`src/rtl/pc_seq_pkg.sv`:
```
// Shared types for the next-PC sequencer: FSM states and PC-source encodings.
package pc_seq_pkg;

   typedef enum logic {
      RUN      = 1'b0,
      IND_WAIT = 1'b1
   } seq_state_e;

   typedef enum logic [1:0] {
      PCS_SEQ  = 2'd0,
      PCS_TGT  = 2'd1,
      PCS_MEM  = 2'd2,
      PCS_HOLD = 2'd3
   } pc_src_e;

   // Width of a flag-select field; stays at least 1 bit for a single-flag build.
   function automatic int csel_w(input int n);
      return (n > 1) ? $clog2(n) : 1;
   endfunction

endpackage

```
`src/rtl/pc_seq_ctrl_if.sv`:
```
// Decode-op, indirect-memory and PC-status bundle of the next-PC sequencer.
interface pc_seq_ctrl_if
   import pc_seq_pkg::*;
#(
   parameter int ADDR_W  = 8,
   parameter int N_FLAGS = 4
) ();
   localparam int CSEL_W = csel_w(N_FLAGS);

   logic              op_valid;
   logic              op_ready;
   logic              op_br;
   logic              op_jmp;
   logic              op_jmi;
   logic              rel;
   logic [ADDR_W-1:0] target;
   logic [CSEL_W-1:0] cond_sel;
   logic              cond_inv;
   logic [N_FLAGS-1:0] flags;
   logic              mem_req;
   logic [ADDR_W-1:0] mem_addr;
   logic              mem_ack;
   logic [ADDR_W-1:0] mem_rdata;
   logic [ADDR_W-1:0] pc;
   logic [1:0]        pc_src;
   logic              redirect;

   modport master (
      output op_valid, op_br, op_jmp, op_jmi, rel, target, cond_sel, cond_inv, flags,
      output mem_ack, mem_rdata,
      input  op_ready, mem_req, mem_addr, pc, pc_src, redirect
   );

   modport slave (
      input  op_valid, op_br, op_jmp, op_jmi, rel, target, cond_sel, cond_inv, flags,
      input  mem_ack, mem_rdata,
      output op_ready, mem_req, mem_addr, pc, pc_src, redirect
   );
endinterface

```
`src/rtl/pc_target_calc.sv`:
```
// Combinational branch/jump target and branch-condition evaluation.
module pc_target_calc #(
   parameter int ADDR_W  = 8,
   parameter int N_FLAGS = 4,
   parameter int CSEL_W  = 2
) (
   input  logic [ADDR_W-1:0]  pc,
   input  logic               rel,
   input  logic [ADDR_W-1:0]  target,
   input  logic [CSEL_W-1:0]  cond_sel,
   input  logic               cond_inv,
   input  logic [N_FLAGS-1:0] flags,
   output logic [ADDR_W-1:0]  eff,
   output logic               taken
);
   logic flag;

   // Offset already spans ADDR_W, so sign extension is a plain modular add.
   assign eff = rel ? (pc + target) : target;

   // Selects past the last flag read as 0.
   always_comb begin
      flag = 1'b0;
      for (int i = 0; i < N_FLAGS; i++)
         if (cond_sel == CSEL_W'(i)) flag = flags[i];
   end

   assign taken = flag ^ cond_inv;
endmodule

```
`src/rtl/pc_seq_ctrl.sv`:
```
// Registered next-PC sequencer with relative/absolute targets and memory-indirect jump.
// Optional taken-redirect counter enabled by defining PC_SEQ_TAKEN_CNT_EN.
module pc_seq_ctrl
   import pc_seq_pkg::*;
#(
   parameter int                ADDR_W   = 8,
   parameter int                N_FLAGS  = 4,
   parameter logic [ADDR_W-1:0] RESET_PC = '0
) (
   input  logic         clk,
   input  logic         rst_n,
   pc_seq_ctrl_if.slave bus
`ifdef PC_SEQ_TAKEN_CNT_EN
   ,
   output logic [15:0]  taken_cnt
`endif
);
   localparam int CSEL_W = csel_w(N_FLAGS);

   seq_state_e        state;
   pc_src_e           src_q;
   logic [ADDR_W-1:0] pc_q;
   logic [ADDR_W-1:0] addr_q;
   logic              req_q;
   logic              redir_q;
   logic [ADDR_W-1:0] eff;
   logic              taken;

   pc_target_calc #(
      .ADDR_W (ADDR_W),
      .N_FLAGS(N_FLAGS),
      .CSEL_W (CSEL_W)
   ) u_tgt (
      .pc      (pc_q),
      .rel     (bus.rel),
      .target  (bus.target),
      .cond_sel(bus.cond_sel),
      .cond_inv(bus.cond_inv),
      .flags   (bus.flags),
      .eff     (eff),
      .taken   (taken)
   );

   always_ff @(posedge clk or negedge rst_n) begin
      if (!rst_n) begin
         state   <= RUN;
         pc_q    <= RESET_PC;
         src_q   <= PCS_SEQ;
         redir_q <= 1'b0;
         req_q   <= 1'b0;
         addr_q  <= '0;
      end else begin
         redir_q <= 1'b0;
         case (state)
            RUN: begin
               // Indirect beats jump beats branch when several op bits are set.
               if (bus.op_valid && bus.op_jmi) begin
                  addr_q <= eff;
                  req_q  <= 1'b1;
                  src_q  <= PCS_HOLD;
                  state  <= IND_WAIT;
               end else if (bus.op_valid && (bus.op_jmp || (bus.op_br && taken))) begin
                  pc_q    <= eff;
                  src_q   <= PCS_TGT;
                  redir_q <= 1'b1;
               end else begin
                  pc_q  <= pc_q + ADDR_W'(1);
                  src_q <= PCS_SEQ;
               end
            end
            IND_WAIT: begin
               if (bus.mem_ack) begin
                  pc_q    <= bus.mem_rdata;
                  src_q   <= PCS_MEM;
                  redir_q <= 1'b1;
                  req_q   <= 1'b0;
                  state   <= RUN;
               end else begin
                  src_q <= PCS_HOLD;
               end
            end
            default: state <= RUN;
         endcase
      end
   end

   assign bus.op_ready = (state == RUN);
   assign bus.mem_req  = req_q;
   assign bus.mem_addr = addr_q;
   assign bus.pc       = pc_q;
   assign bus.pc_src   = src_q;
   assign bus.redirect = redir_q;

`ifdef PC_SEQ_TAKEN_CNT_EN
   logic [15:0] cnt_q;

   always_ff @(posedge clk or negedge rst_n) begin
      if (!rst_n)
         cnt_q <= '0;
      else if (redir_q && cnt_q != 16'hFFFF)
         cnt_q <= cnt_q + 16'd1;
   end

   assign taken_cnt = cnt_q;
`endif
endmodule

```
`src/flat_wrapper.sv`:
```
// flat-port wrapper written by rule: the top's interface ports become plain ports
module pc_seq_ctrl_flat import pc_seq_pkg::*;
#(
   parameter int                ADDR_W   = 8,
   parameter int                N_FLAGS  = 4,
   parameter logic [ADDR_W-1:0] RESET_PC = '0
)
  (clk, rst_n, bus_op_valid, bus_op_br, bus_op_jmp, bus_op_jmi, bus_rel, bus_target, bus_cond_sel, bus_cond_inv, bus_flags, bus_mem_ack, bus_mem_rdata, bus_op_ready, bus_mem_req, bus_mem_addr, bus_pc, bus_pc_src, bus_redirect);
  pc_seq_ctrl_if #(.ADDR_W(ADDR_W), .N_FLAGS(N_FLAGS)) bus_i ();
  input  logic clk;
  input  logic rst_n;
  input wire logic [$bits(bus_i.op_valid)-1:0] bus_op_valid;
  input wire logic [$bits(bus_i.op_br)-1:0] bus_op_br;
  input wire logic [$bits(bus_i.op_jmp)-1:0] bus_op_jmp;
  input wire logic [$bits(bus_i.op_jmi)-1:0] bus_op_jmi;
  input wire logic [$bits(bus_i.rel)-1:0] bus_rel;
  input wire logic [$bits(bus_i.target)-1:0] bus_target;
  input wire logic [$bits(bus_i.cond_sel)-1:0] bus_cond_sel;
  input wire logic [$bits(bus_i.cond_inv)-1:0] bus_cond_inv;
  input wire logic [$bits(bus_i.flags)-1:0] bus_flags;
  input wire logic [$bits(bus_i.mem_ack)-1:0] bus_mem_ack;
  input wire logic [$bits(bus_i.mem_rdata)-1:0] bus_mem_rdata;
  output wire logic [$bits(bus_i.op_ready)-1:0] bus_op_ready;
  output wire logic [$bits(bus_i.mem_req)-1:0] bus_mem_req;
  output wire logic [$bits(bus_i.mem_addr)-1:0] bus_mem_addr;
  output wire logic [$bits(bus_i.pc)-1:0] bus_pc;
  output wire logic [$bits(bus_i.pc_src)-1:0] bus_pc_src;
  output wire logic [$bits(bus_i.redirect)-1:0] bus_redirect;
  assign bus_i.op_valid = bus_op_valid;
  assign bus_i.op_br = bus_op_br;
  assign bus_i.op_jmp = bus_op_jmp;
  assign bus_i.op_jmi = bus_op_jmi;
  assign bus_i.rel = bus_rel;
  assign bus_i.target = bus_target;
  assign bus_i.cond_sel = bus_cond_sel;
  assign bus_i.cond_inv = bus_cond_inv;
  assign bus_i.flags = bus_flags;
  assign bus_i.mem_ack = bus_mem_ack;
  assign bus_i.mem_rdata = bus_mem_rdata;
  assign bus_op_ready = bus_i.op_ready;
  assign bus_mem_req = bus_i.mem_req;
  assign bus_mem_addr = bus_i.mem_addr;
  assign bus_pc = bus_i.pc;
  assign bus_pc_src = bus_i.pc_src;
  assign bus_redirect = bus_i.redirect;
  pc_seq_ctrl #(.ADDR_W(ADDR_W), .N_FLAGS(N_FLAGS), .RESET_PC(RESET_PC)) u_core (.clk(clk), .rst_n(rst_n), .bus(bus_i));
endmodule
```
`config.mk`:
```
export PLATFORM = sky130hd
export DESIGN_NAME = pc_seq_ctrl_flat
export DESIGN_NICKNAME = d
export VERILOG_FILES = /design/src/rtl/pc_seq_pkg.sv /design/src/rtl/pc_seq_ctrl_if.sv /design/src/rtl/pc_target_calc.sv /design/src/rtl/pc_seq_ctrl.sv /design/src/flat_wrapper.sv
export SDC_FILE = /design/constraint.sdc
export NUM_CORES = 1
export LEC_CHECK = 0
export BUFFER_PORTS_ARGS = -buffer_cell sky130_fd_sc_hd__buf_2
export CORE_MARGIN = 4
export CORE_UTILIZATION = 54
export DETAILED_ROUTE_END_ITERATION = 10
export GPL_TIMING_DRIVEN = 0
export PLACE_DENSITY = 0.94
export SLEW_MARGIN = 10
export SYNTH_ARGS = -nofsm -noshare
export SYNTH_HDL_FRONTEND = slang
export SYNTH_HIERARCHICAL = 1
export SYNTH_SLANG_ARGS = --single-unit
```
`constraint.sdc`:
```
create_clock -name clk -period 7 [get_ports clk]
set_input_delay 0.35 -clock clk [delete_from_list [all_inputs] [get_ports clk]]
set_output_delay 0.35 -clock clk [all_outputs]
set_load 0.1 [all_outputs]
```
Yosys cells after proc, flatten, opt, wreduce, memory -nomap -nowiden

Cells that the tools add are included.

Register bits: 21
Bits in latches: 0
RAM bits: 0
ROM bits: 0
Input bits: 31
Output and inout bits: 21
Logic and storage cells: 47
Memories kept: 0

$add $sub $neg: 2
$mul: 0
Div/mod/pow operators: 0
Order comparisons: 0
Equal/unequal tests: 6
Shifts and indexed selects: 0
Muxes and demuxes: 23
Bitwise operators: 2
Reduce and logical (&&, ||, !) cells: 8

Operators with widths:

| cell                | count |
|---|---|
| $mux 8              | 4 |
| $pmux 8 s2          | 1 |
| $mux 1              | 13 |
| $add 8x1->8 const B | 1 |
| $add 8x8->8         | 1 |
| $pmux 1 s2          | 3 |
| $reduce_and 2->1    | 3 |
| $eq 2x2->1 const B  | 2 |
| $ne 2x2->1 const B  | 2 |
| $pmux 2 s2          | 1 |
| $logic_and 1x1->1   | 3 |
| $eq 2x1->1 const B  | 1 |
| $logic_not 2->1     | 1 |
| $mux 2              | 1 |
| $ne 2x1->1 const B  | 1 |
| $logic_or 1x1->1    | 1 |
| $not 1->1           | 1 |
| $xor 1x1->1         | 1 |

Logic depth before layout (Yosys ltp)

Gate-level depths: netlist (run 1).

Depth after elaboration: 12
Mapped depth: 12
Mapped depth without buffers: 12

By module

The synthesis (run 1) kept the hierarchy.

Modules (own cells, without submodules):

| module         | instances | cells each | area each (um^2) | seq. area each (um^2) |
|---|---|---|---|---|
| pc_seq_ctrl    | 1         | 117        | 1113.6           | 525.5 |
| pc_target_calc | 1         | 54         | 450.4            | 0.0 |

Worst setup path before layout (run 1)

Ideal clock, no wire load.

Path kind: flip-flop to flip-flop
Start: register u_core.pc_q[0] (netlist: u_core/bus.pc[0])
End: register u_core.pc_q[6] (netlist: u_core/bus.pc[6])
Library setup time: 0.069 ns
Data arrival time: 3.135 ns
Data required time: 6.931 ns
Slack: 3.796 ns
Cell stages (with the launch flop): 12
Buffers on the path: 0
Clock period less this slack: 3.204 ns
Path through: dfrtp_1 -> ha_1 -> inv_1 -> fa_1 -> nor2b_1 -> o31a_2 -> o21ai_0 -> o311ai_0 -> nor3b_1 -> a221oi_1 -> a21o_1 -> a22o_1

Longest elaborated chain between the ends: 5
Elaborated cells on any way between the ends: 6
Those cells by class: add/sub: 2; mux: 4

Ends and longest elaborated chain:

| item                    | line                 | text |
|---|---|---|
| start, declared         | pc_seq_ctrl.sv:22    | `logic [ADDR_W-1:0] pc_q;` |
| start signal, assigned  | pc_seq_ctrl.sv:67    | `pc_q <= pc_q + ADDR_W'(1);` |
| start signal, assigned  | pc_seq_ctrl.sv:73    | `pc_q <= bus.mem_rdata;` |
| $add 8x8->8             | pc_target_calc.sv:19 | `assign eff = rel ? (pc + target) : target;` |
| $mux 8                  | pc_target_calc.sv:19 |  |
| named net u_core.eff[6] | pc_seq_ctrl.sv:26    | `logic [ADDR_W-1:0] eff;` |
| $mux 8                  | pc_seq_ctrl.sv:62    | `end else if (bus.op_valid && (bus.op_jmp \|\| (bus.op_br && taken))) begin` |
| $mux 8                  | pc_seq_ctrl.sv:57    | `if (bus.op_valid && bus.op_jmi) begin` |
| $pmux 8 s2              | pc_seq_ctrl.sv:54    | `case (state)` |

The timed path passes the listed nets, and every way through them passes these cells. The select of a mux whose other input is x is not followed.
A chain may end at the register's enable or synchronous reset.

Worst setup path in the final report (run 1)

Same ends and word-level chain as after synthesis.

==> impl_metrics.tcl, run 1 <==
set metrics [dict create \
    fp.dieH_um 61.82 \
    place_congestion 0.8597 \
    grt_first_pass_wirelength_um 6168 \
    grt_pass1_vias 1416 \
    core_area_um2 2758 \
    switchingPower_uw 500.4 \
    wirelength_um 3738 \
    ys_async_sr_fraction_pct 100.0 \
    dieArea_um2 3821 \
    rrSetupSlack_ns 3.95 \
    layout-area-overhead-vs-synth_pct 21.04 \
    nets 267 \
    io_pins 52 \
    p_per_area_nw_per_um2 434.0 \
    critPathMaxStageDelay_ns 0.52 \
    drt_first_pass_iters 4 \
    drive_gt1_share_pct 33.19 \
    die_x_um 61.82 \
    drt_iter0_markers 65 \
    start_util_pct 56.72 \
    clkLatencyLatePin_ns 0.31 \
    antenna_found_initial 0 \
    drv_cap 0 \
    fillerInstances 239 \
    grt_max_degree 22 \
    slew_headroom_pct 61.12 \
    dp_hpwl_um 2948 \
    irDropWorstVdd_uv 380.2 \
    fin_area_um2 1893 \
    run_status "finished clean" \
    instances_no_fill 257 \
    crit_fanout 6 \
    wl_per_cell_um 14.54 \
    reg2reg_depth 11 \
    rows 19 \
    placed_cell_area_um2 1853 \
    cts_tree "yes" \
    hp-start "bus_mem_rdata[0]" \
    power_frac_seq_pct 24.0 \
    utilization_pct 68.65 \
    pwr-share-comb_pct 68.5 \
    min_to "u_core/bus.pc[0]$_DFFE_PN0P_" \
    tightest_slew_ns 0.5758 \
    io_buffers 50 \
    drt-vias-per-instance 5.778 \
    cts_resized 0 \
    synth_cells 171 \
    antennaDiodeCount 0 \
    synthFlopType "dfrtp_1" \
    crit_path_end_kind "register" \
    cp_slowest_cell "o311ai_0" \
    path_class "register to register" \
    cp.required_ns 7.26 \
    slew_viol_final 0 \
    synth_seq_cells 21 \
    place_inst 252 \
    synthesis.area_um2 1564 \
    finalHoldViolCount 0 \
    cp-start-kind "register" \
    cp_num_buf_inv 1 \
    leakage_nw 0.9527 \
    yosysUniqueCellTypes 52 \
    cts-root-buf "clkbuf_4" \
    grtUsageTotal_pct 21.25 \
    switching_share_pct 60.90 \
    syn_nets 211 \
    grt_setup_unrepaired "false" \
    cts_buffers 3 \
    vias 1485 \
    max_clock_freq_mhz 328.0 \
    finalSetupViolations 0 \
    whs_path_depth 3 \
    fin_crit_sh_pct 43.56 \
    synth-seq-area-share_pct 33.60 \
    clkPwrFrac_pct 7.5 \
    clk_path_buf_depth 2 \
    setup_tns_ns 0 \
    h-tree-depth 1 \
    worstPathCellList "ha_1 -> inv_1 -> fa_1 -> nor2b_1 -> o31a_2 -> o21ai_0 -> o311ai_0 -> nor3b_1 -> a221oi_1 -> a21o_1 -> a22o_1" \
    critPathTopFamily "compound AO/OA/AOI/OAI gates" \
    hp-class "input port to register" \
    r2r-end "u_core/bus.pc[6]$_DFFE_PN0P_" \
    power.internal_uw 321.3 \
    drcViolationCount 0 \
    yosys_warnings 6 \
    overflow 0 \
    arrival_ns 3.31 \
    clk_pin_slew_ns 0.13 \
    fin_skew_ns 0.007939 \
    avgSynthCellArea_um2 9.146 \
    min_period_ns 3.049 \
    report.power.total_uw 821.6 \
    clock_sinks 21 \
    r2r_start "u_core/bus.pc[0]$_DFFE_PN0P_" \
    ant_nets 0 \
    synth_edf_count 0 \
]
[cell type report]
cell class	instances	area, µm²	area share, %
clock buffer	3	22.52	1.190
inverter	6	22.52	1.190
sequential	21	525.5	27.76
tap	31	38.79	2.049
timing repair buffer	51	260.3	13.75
buffer	5	52.55	2.776
multi-input combinational	139	963.4	50.89
clock inverter	1	7.507	0.3966
[synthesized netlist by cell type, types with 2 or more instances]
cell type	instances	area (µm²)
nand2_1	35	131.4
dfrtp_1	21	525.5
a21o_1	8	60.06
ha_1	8	100.1
o21ai_0	8	40.04
a21oi_1	7	35.03
inv_1	6	22.52
nand2b_1	5	31.28
nor2_1	5	18.77
a22o_1	3	26.28
and3_1	3	18.77
buf_6	3	33.78
mux2_2	3	33.78
nand3_1	3	15.01
nor3_1	3	15.01
xnor2_1	3	26.28
a211oi_1	2	15.01
a21oi_2	2	17.52
a221oi_2	2	30.03
a22oi_1	2	15.01
a32oi_1	2	17.52
mux2i_1	2	20.02
nor3b_1	2	15.01
o21a_1	2	15.01
o21ai_1	2	10.01
o21bai_1	2	15.01
xor2_1	2	17.52
[power groups by stage]
stage,Sequential [mW],Clock (mW),Combinational (mW)
CTS,0.198,0.0638,0.564
detailed placement,0.200,0,0.562
global placement,0.199,0,0.553
global route,0.204,0.0664,0.599
floorplan,0.467,0,0.194
finish,0.197,0.0616,0.563
[cells in the final DEF (no fill, tap or decap), types with 2 or more instances in the layout]
cell type / count
xor2_1: 2
a221oi_2: 2
o21ai_1: 2
xnor2_1: 3
o21bai_1: 2
nor3b_1: 2
nand2_1: 35
nor3_1: 3
ha_1: 8
dfrtp_1: 21
a211oi_1: 2
buf_2: 50
and3_1: 3
mux2_2: 3
nand3_1: 3
buf_6: 3
clkbuf_4: 3
o21ai_0: 8
a21oi_2: 2
mux2i_1: 2
a32oi_1: 2
a21o_1: 8
o21a_1: 2
nand2b_1: 5
nor2_1: 5
inv_1: 6
a22oi_1: 2
a22o_1: 3
a21oi_1: 7
[worst max path at each step]
| stage | start | endpoint | slack [ns] | cells past startpoint |
|---|---|---|---|---|
| 2_1_floorplan | u_core/bus.pc[0]$_DFFE_PN0P_ | u_core/bus.pc[6]$_DFFE_PN0P_ | 3.80 | 11 |
| 3_3_place_gp | u_core/bus.pc[0]$_DFFE_PN0P_ | u_core/bus.pc[6]$_DFFE_PN0P_ | 4.14 | 11 |
| 3_5_place_dp | u_core/bus.pc[0]$_DFFE_PN0P_ | u_core/bus.pc[6]$_DFFE_PN0P_ | 4.10 | 11 |
| 4_1_cts | u_core/bus.pc[0]$_DFFE_PN0P_ | u_core/bus.pc[6]$_DFFE_PN0P_ | 3.96 | 11 |
| 5_1_grt | u_core/bus.pc[0]$_DFFE_PN0P_ | u_core/bus.pc[6]$_DFFE_PN0P_ | 3.79 | 11 |
| 6_report | u_core/bus.pc[0]$_DFFE_PN0P_ | u_core/bus.pc[6]$_DFFE_PN0P_ | 3.95 | 11 |
[routing by layer]
metal	global-route usage [%]	up-vias	share of wire, %
met5	0	-	0
met4	5.758	0	0.75
met3	5.372	5	8.5
met2	34.98	61	47
met1	27.84	684	44
li1	-	735	-
[timing repair]
action                                 in CTS  in global routing
hold buffers                                1                  0
endpoints found under the hold margin      21                  0
setup buffers                               0                  0
[sequential cells by signal, indices dropped and copies added, names as in the netlist]
signal,count
u_core/bus.redirect,1
u_core/bus.mem_req,1
u_core/state,1
u_core/bus.pc_src,2
u_core/bus.pc,8
u_core/bus.mem_addr,8
[worst min-delay path, delay by kind of cell]
family / cells / cell delay [ns]
AOI/OAI and AO/OA: 2 / 0.13
buffers and inverters: 1 / 0.07
[stage by stage]
step           hold slack [ns]  setup slack [ns]
3_5_place_dp            0.3339             4.102
4_1_cts                 0.2691             3.962
2_1_floorplan          0.05441             3.796
5_1_grt                 0.2824             3.793
3_3_place_gp            0.3287             4.139
6_report                0.2788             3.951
[cells by family after synthesis]
group | count (synthesis) | share of synthesized area [%]
compound gates | 54 | 25.60
xor+xnor | 5 | 2.801
fa+ha+maj | 9 | 7.680
buf+inv | 11 | 4.799
flops | 21 | 33.60
mux | 6 | 4.880
simple gates | 65 | 20.64
No activity file was read; power rests on OpenSTA's default activity.
==> run 2: changes to the inputs <==
CORE_UTILIZATION = 45   (was 54)
PLACE_DENSITY = 0.84   (was 0.94)
clock period = 2.7 ns   (was 7 ns; I/O delays follow)
==> run 2 against run 1 <==
  * Sequential power rose to 2.7 times the previous value
  * Cell count is 7.4% higher
  * Flip-flop and latch count stayed put
  * Maximum frequency increased by 18%
  * First-iteration DRC count rose by 25%
  * Via count up 4.8%
  * Total power grew to 2.7 times the previous value
  * Critical path type unchanged
  * Largest cell class unchanged
==> impl_metrics.tcl, run 2 (synthesis gave the netlist of run 1 again) <==
set metrics [dict create \
    run_status "finished clean" \
    drt_first_pass_iters 5 \
    drive_gt1_share_pct 41.30 \
    crit_path_end_kind "register" \
    cts-root-buf "clkbuf_4" \
    vias 1557 \
    clk_path_buf_depth 2 \
    drcViolationCount 0 \
    grt_first_pass_wirelength_um 6651 \
    grtUsageTotal_pct 19.38 \
    final_common_cell "buf_2" \
    drt_iter0_markers 81 \
    arrival_ns 2.83 \
    hp-class "input port to register" \
    ant_nets 0 \
    startpoint "u_core/bus.pc[0]$_DFFE_PN0P_" \
    whs_ns 0.07932 \
    clkLatencyLatePin_ns 0.30 \
    hp-start "bus_mem_rdata[0]" \
    place_congestion 0.8912 \
    path_class "register to register" \
    core_area_um2 3337 \
    drv_cap 0 \
    start_util_pct 46.87 \
    antennaDiodeCount 0 \
    io_pins 52 \
    fp.dieH_um 66.96 \
    max_clock_freq_mhz 387.5 \
    layout_common_cells "buf_2 (50), nand2_1 (35), dfrtp_1 (15), a21o_1 (8)" \
    r2r_start "u_core/bus.pc[0]$_DFFE_PN0P_" \
    h-tree-depth 1 \
    dieArea_um2 4483 \
    cts_tree "yes" \
    tightest_slew_ns 0.4893 \
    fillerInstances 320 \
    layout-area-overhead-vs-synth_pct 28.32 \
    finalSetupViolations 0 \
    nets 271 \
    leakage_nw 0.9786 \
    slew_viol_final 0 \
    grt_setup_unrepaired "true" \
    rows 21 \
    drt-vias-per-instance 5.641 \
    wirelength_um 4284 \
    report.power.total_mw 2.250 \
    overflow 0 \
    clock_sinks 21 \
    cp.required_ns 2.95 \
    cp-start-kind "register" \
    grt_max_degree 22 \
    slew_headroom_pct 67.60 \
    fin_skew_ns 0.002510 \
    wl_per_cell_um 15.52 \
    min_period_ns 2.581 \
    grt_pass1_vias 1447 \
    fin_crit_sh_pct 95.57 \
    io_buffers 50 \
    finalHoldViolCount 0 \
    clk_pin_slew_ns 0.12 \
    p_per_area_nw_per_um2 1121 \
    die_x_um 66.96 \
    dp_hpwl_um 3200 \
    crit_fanout 3 \
    cts_buffers 3 \
    antenna_found_initial 0 \
    irDropWorstVdd_uv 537.8 \
]
==> run 2: report_power, final <==
group	internal [mW]	switching, mW	leakage (nW)	total (mW)
clock network	0.0552	0.0985	0.0177	0.154
registers	0.424	0.106	0.248	0.529
logic	0.422	1.14	0.713	1.57
==> run 2: per-layer routing <==
| layer | up-vias | GRT usage, % | share of wire, % |
|---|---|---|---|
| li1 | 741 | - | - |
| met1 | 753 | 26.56 | 42 |
| met2 | 59 | 32.67 | 50 |
| met3 | 4 | 1.855 | 7.2 |
| met4 | 0 | 4.557 | 0.77 |
| met5 | - | 0 | 0 |
==> run 2: final timing paths <==
kind | end | depth (start not counted) | slack, ns
max reg2reg | u_core/bus.pc[6]$_DFFE_PN0P_ | 11 | 0.12
min reg2reg | u_core/bus.mem_addr[3]$_DFFE_PN0P_ | 2 | 0.48
min in group asynchronous | u_core/state$_DFF_PN0_ | 2 | 0.31
min | u_core/bus.pc[0]$_DFFE_PN0P_ | 3 | 0.08
max in group asynchronous | u_core/bus.pc[0]$_DFFE_PN0P_ | 2 | 2.03
max | u_core/bus.pc[6]$_DFFE_PN0P_ | 11 | 0.12
==> run 2: final cells by class <==
type | instances | area, µm² | share of cell area, %
tap | 46 | 57.56 | 2.868
inverter | 6 | 22.52 | 1.122
clock buffer | 3 | 22.52 | 1.122
multi-input combinational | 139 | 1018 | 50.75
sequential | 21 | 538.0 | 26.81
timing repair buffer | 55 | 290.3 | 14.46
buffer | 5 | 52.55 | 2.618
clock inverter | 1 | 5.005 | 0.2494
==> run 2: worst max-delay path, stage by stage, from the launching register on <==
cell	delay, ns
dfrtp_4	0.44
ha_2	0.21
inv_1	0.06
fa_2	0.36
nor2b_2	0.14
o31a_2	0.15
o21ai_2	0.07
o311ai_2	0.40
nor3b_2	0.10
a221oi_2	0.33
a21o_1	0.15
a22o_1	0.12
==> run 2: repair_timing <==
action	4_1_cts	5_1_grt
resized for setup	4	7
hold endpoints to repair	21	0
pin swaps	1	5
hold buffers	1	0
buffers inserted	0	4
endpoints found under the setup margin	1	3
==> run 2: metrics by stage <==
stage | cell area (µm²) | std cells | setup WS (ns) | setup TNS, ns | util, %
floorplan | 1577 | 171 | -0.001010 | -0.001010 | -
global placement | 1884 | 267 | -0.05845 | -0.05845 | 56.47
detailed placement | 1884 | 267 | -0.1576 | -0.1576 | 56.47
CTS | 1941 | 272 | 0.009105 | 0 | 58.16
global route | 2007 | 276 | -0.03943 | -0.03943 | 60.14
finish | 2007 | 276 | 0.1195 | 0 | 60.14
==> run 3: changes to the inputs <==
==> constraint.sdc (replaced) <==
create_clock -name clk -period 2.7 [get_ports clk]
set_input_delay 0.54 -clock clk [delete_from_list [all_inputs] [get_ports clk]]
set_output_delay 0.54 -clock clk [all_outputs]
set_load 0.1 [all_outputs]
==> run 3 against run 2 <==
  * Die area unchanged
  * Via count increased by 0.32%
  * Sequential power about the same
  * Critical path depth unchanged
  * Maximum frequency about the same
  * Wire length about the same
  * Utilization decreased by 0.30 points
  * Flip-flop and latch count unchanged
==> impl_metrics.tcl, run 3 (synthesis gave the netlist of run 1 again) <==
set metrics [dict create \
    drt-vias-per-instance 5.680 \
    nets 270 \
    io_pins 52 \
    cts_tree "yes" \
    dieArea_um2 4483 \
    met1_length_um 1793 \
    clock_sinks 21 \
    cp-start-kind "register" \
    clkLatencyLatePin_ns 0.30 \
    finalHoldViolCount 0 \
    worstPathCellList "ha_2 -> inv_1 -> fa_2 -> nor2b_2 -> o31a_2 -> o21ai_2 -> o311ai_2 -> nor3b_2 -> a221oi_2 -> a21o_1 -> a22o_1" \
    setup_tns_ns 0 \
    fin_skew_ns 0.002469 \
    layout-area-overhead-vs-synth_pct 27.68 \
    grt_max_degree 22 \
    h-tree-depth 1 \
    io_buffers 50 \
    die_x_um 66.96 \
    clk_pin_slew_ns 0.12 \
    top_layer "met4" \
    fin_crit_sh_pct 95.63 \
    dp_slack_ns -0.3406 \
    drt_first_pass_iters 4 \
    drv_cap 0 \
    place_inst 267 \
    run_status "finished clean" \
    cp.required_ns 2.95 \
    core_area_um2 3337 \
    wirelength_um 4283 \
    fin_ws_ns 0.1179 \
    slew_headroom_pct 67.60 \
    grt_setup_unrepaired "true" \
    path_class "register to register" \
    wl_met2_um 2140 \
    fin_area_um2 1997 \
    min_period_ns 2.582 \
    tightest_slew_ns 0.4893 \
    placed_cell_area_um2 1884 \
    utilization_pct 59.84 \
    leakage_nw 0.9744 \
    antenna_found_initial 0 \
    rows 21 \
    multi_input_area_um2 1018 \
    vias 1562 \
    antennaDiodeCount 0 \
    cts_buffers 3 \
    layout_common_cells "buf_2 (50), nand2_1 (35), dfrtp_1 (15), a21o_1 (8)" \
    wl_met3_um 315 \
    critPathMaxStageDelay_ns 0.44 \
    slew_viol_final 0 \
    wl_per_cell_um 15.57 \
    overflow 0 \
    start_util_pct 46.87 \
    cts-root-buf "clkbuf_4" \
    dp_hpwl_um 3200 \
    report.power.total_mw 2.249 \
    regArea_um2 538.0 \
    irDropWorstVdd_uv 537.9 \
    clk_path_buf_depth 2 \
    hp-class "input port to async pin" \
    fp.dieH_um 66.96 \
    drcViolationCount 0 \
    arrival_ns 2.83 \
    finalSetupViolations 0 \
    whs_ns 0.1708 \
    fillerInstances 321 \
    place_congestion 0.8912 \
    drive_gt1_share_pct 41.48 \
    instances_no_fill 275 \
    p_per_area_nw_per_um2 1126 \
    final_common_cell "buf_2" \
    grt_pass1_vias 1445 \
    ant_nets 0 \
    crit_path_end_kind "register" \
    cp_slowest_cell "dfrtp_4" \
    grt_first_pass_wirelength_um 6651 \
    grtUsageTotal_pct 19.38 \
    rrSetupSlack_ns 0.12 \
    crit_fanout 3 \
    max_clock_freq_mhz 387.3 \
    drt_iter0_markers 93 \
    postCtsHoldBufs 0 \
]
[run 3: changes by cell type in the layout (fill, tap and decap cells not counted), sizes merged]
cell / previous run / this run
dlygate4sd3: 1 / 0
[run 3: path summary, 6_finish.rpt]
check | start | to | cells past startpoint
max | u_core/bus.pc[0]$_DFFE_PN0P_ | u_core/bus.pc[6]$_DFFE_PN0P_ | 11
min reg2reg | u_core/bus.mem_addr[3]$_DFFE_PN0P_ | u_core/bus.mem_addr[3]$_DFFE_PN0P_ | 2
min in group clk | bus_mem_rdata[0] | u_core/bus.pc[0]$_DFFE_PN0P_ | 3
max in group asynchronous | rst_n | u_core/bus.pc[0]$_DFFE_PN0P_ | 1
max reg2reg | u_core/bus.pc[0]$_DFFE_PN0P_ | u_core/bus.pc[6]$_DFFE_PN0P_ | 11
min | rst_n | u_core/state$_DFF_PN0_ | 1
[run 3: cell type report]
type	instances	area share [%]
multi-input combinational	139	51.00
sequential	21	26.94
timing repair buffer	54	14.04
tap	46	2.882
buffer	5	2.632
clock buffer	3	1.128
inverter	6	1.128
clock inverter	1	0.2506
[run 3: metal layers]
| metal | track usage, % | up-vias |
|---|---|---|
| met1 | 26.56 | 756 |
| li1 | - | 739 |
| met4 | 4.557 | 0 |
| met3 | 1.855 | 4 |
| met5 | 0 | - |
| met2 | 32.67 | 63 |
[run 3: worst max-delay path, delay by kind of cell (launching register included)]
kind | cells | cell delay (ns)
adder cells (fa/ha/maj) | 2 | 0.57
flip-flops | 1 | 0.44
buffers and inverters | 1 | 0.06
AO/OA/AOI/OAI | 6 | 1.22
AND/OR/NAND/NOR | 2 | 0.24
[run 3: timing repair]
| item | CTS | global route |
|---|---|---|
| resized for setup | 4 | 7 |
| endpoints found under the hold margin | 0 | 0 |
| pin swaps | 1 | 5 |
| buffers inserted | 0 | 4 |
| setup endpoints to repair | 1 | 3 |
[run 3: power by group]
part | internal (mW) | switching [mW] | leakage [nW]
Combinational | 0.422 | 1.14 | 0.709
Clock | 0.0552 | 0.0985 | 0.0177
Sequential | 0.424 | 0.106 | 0.248
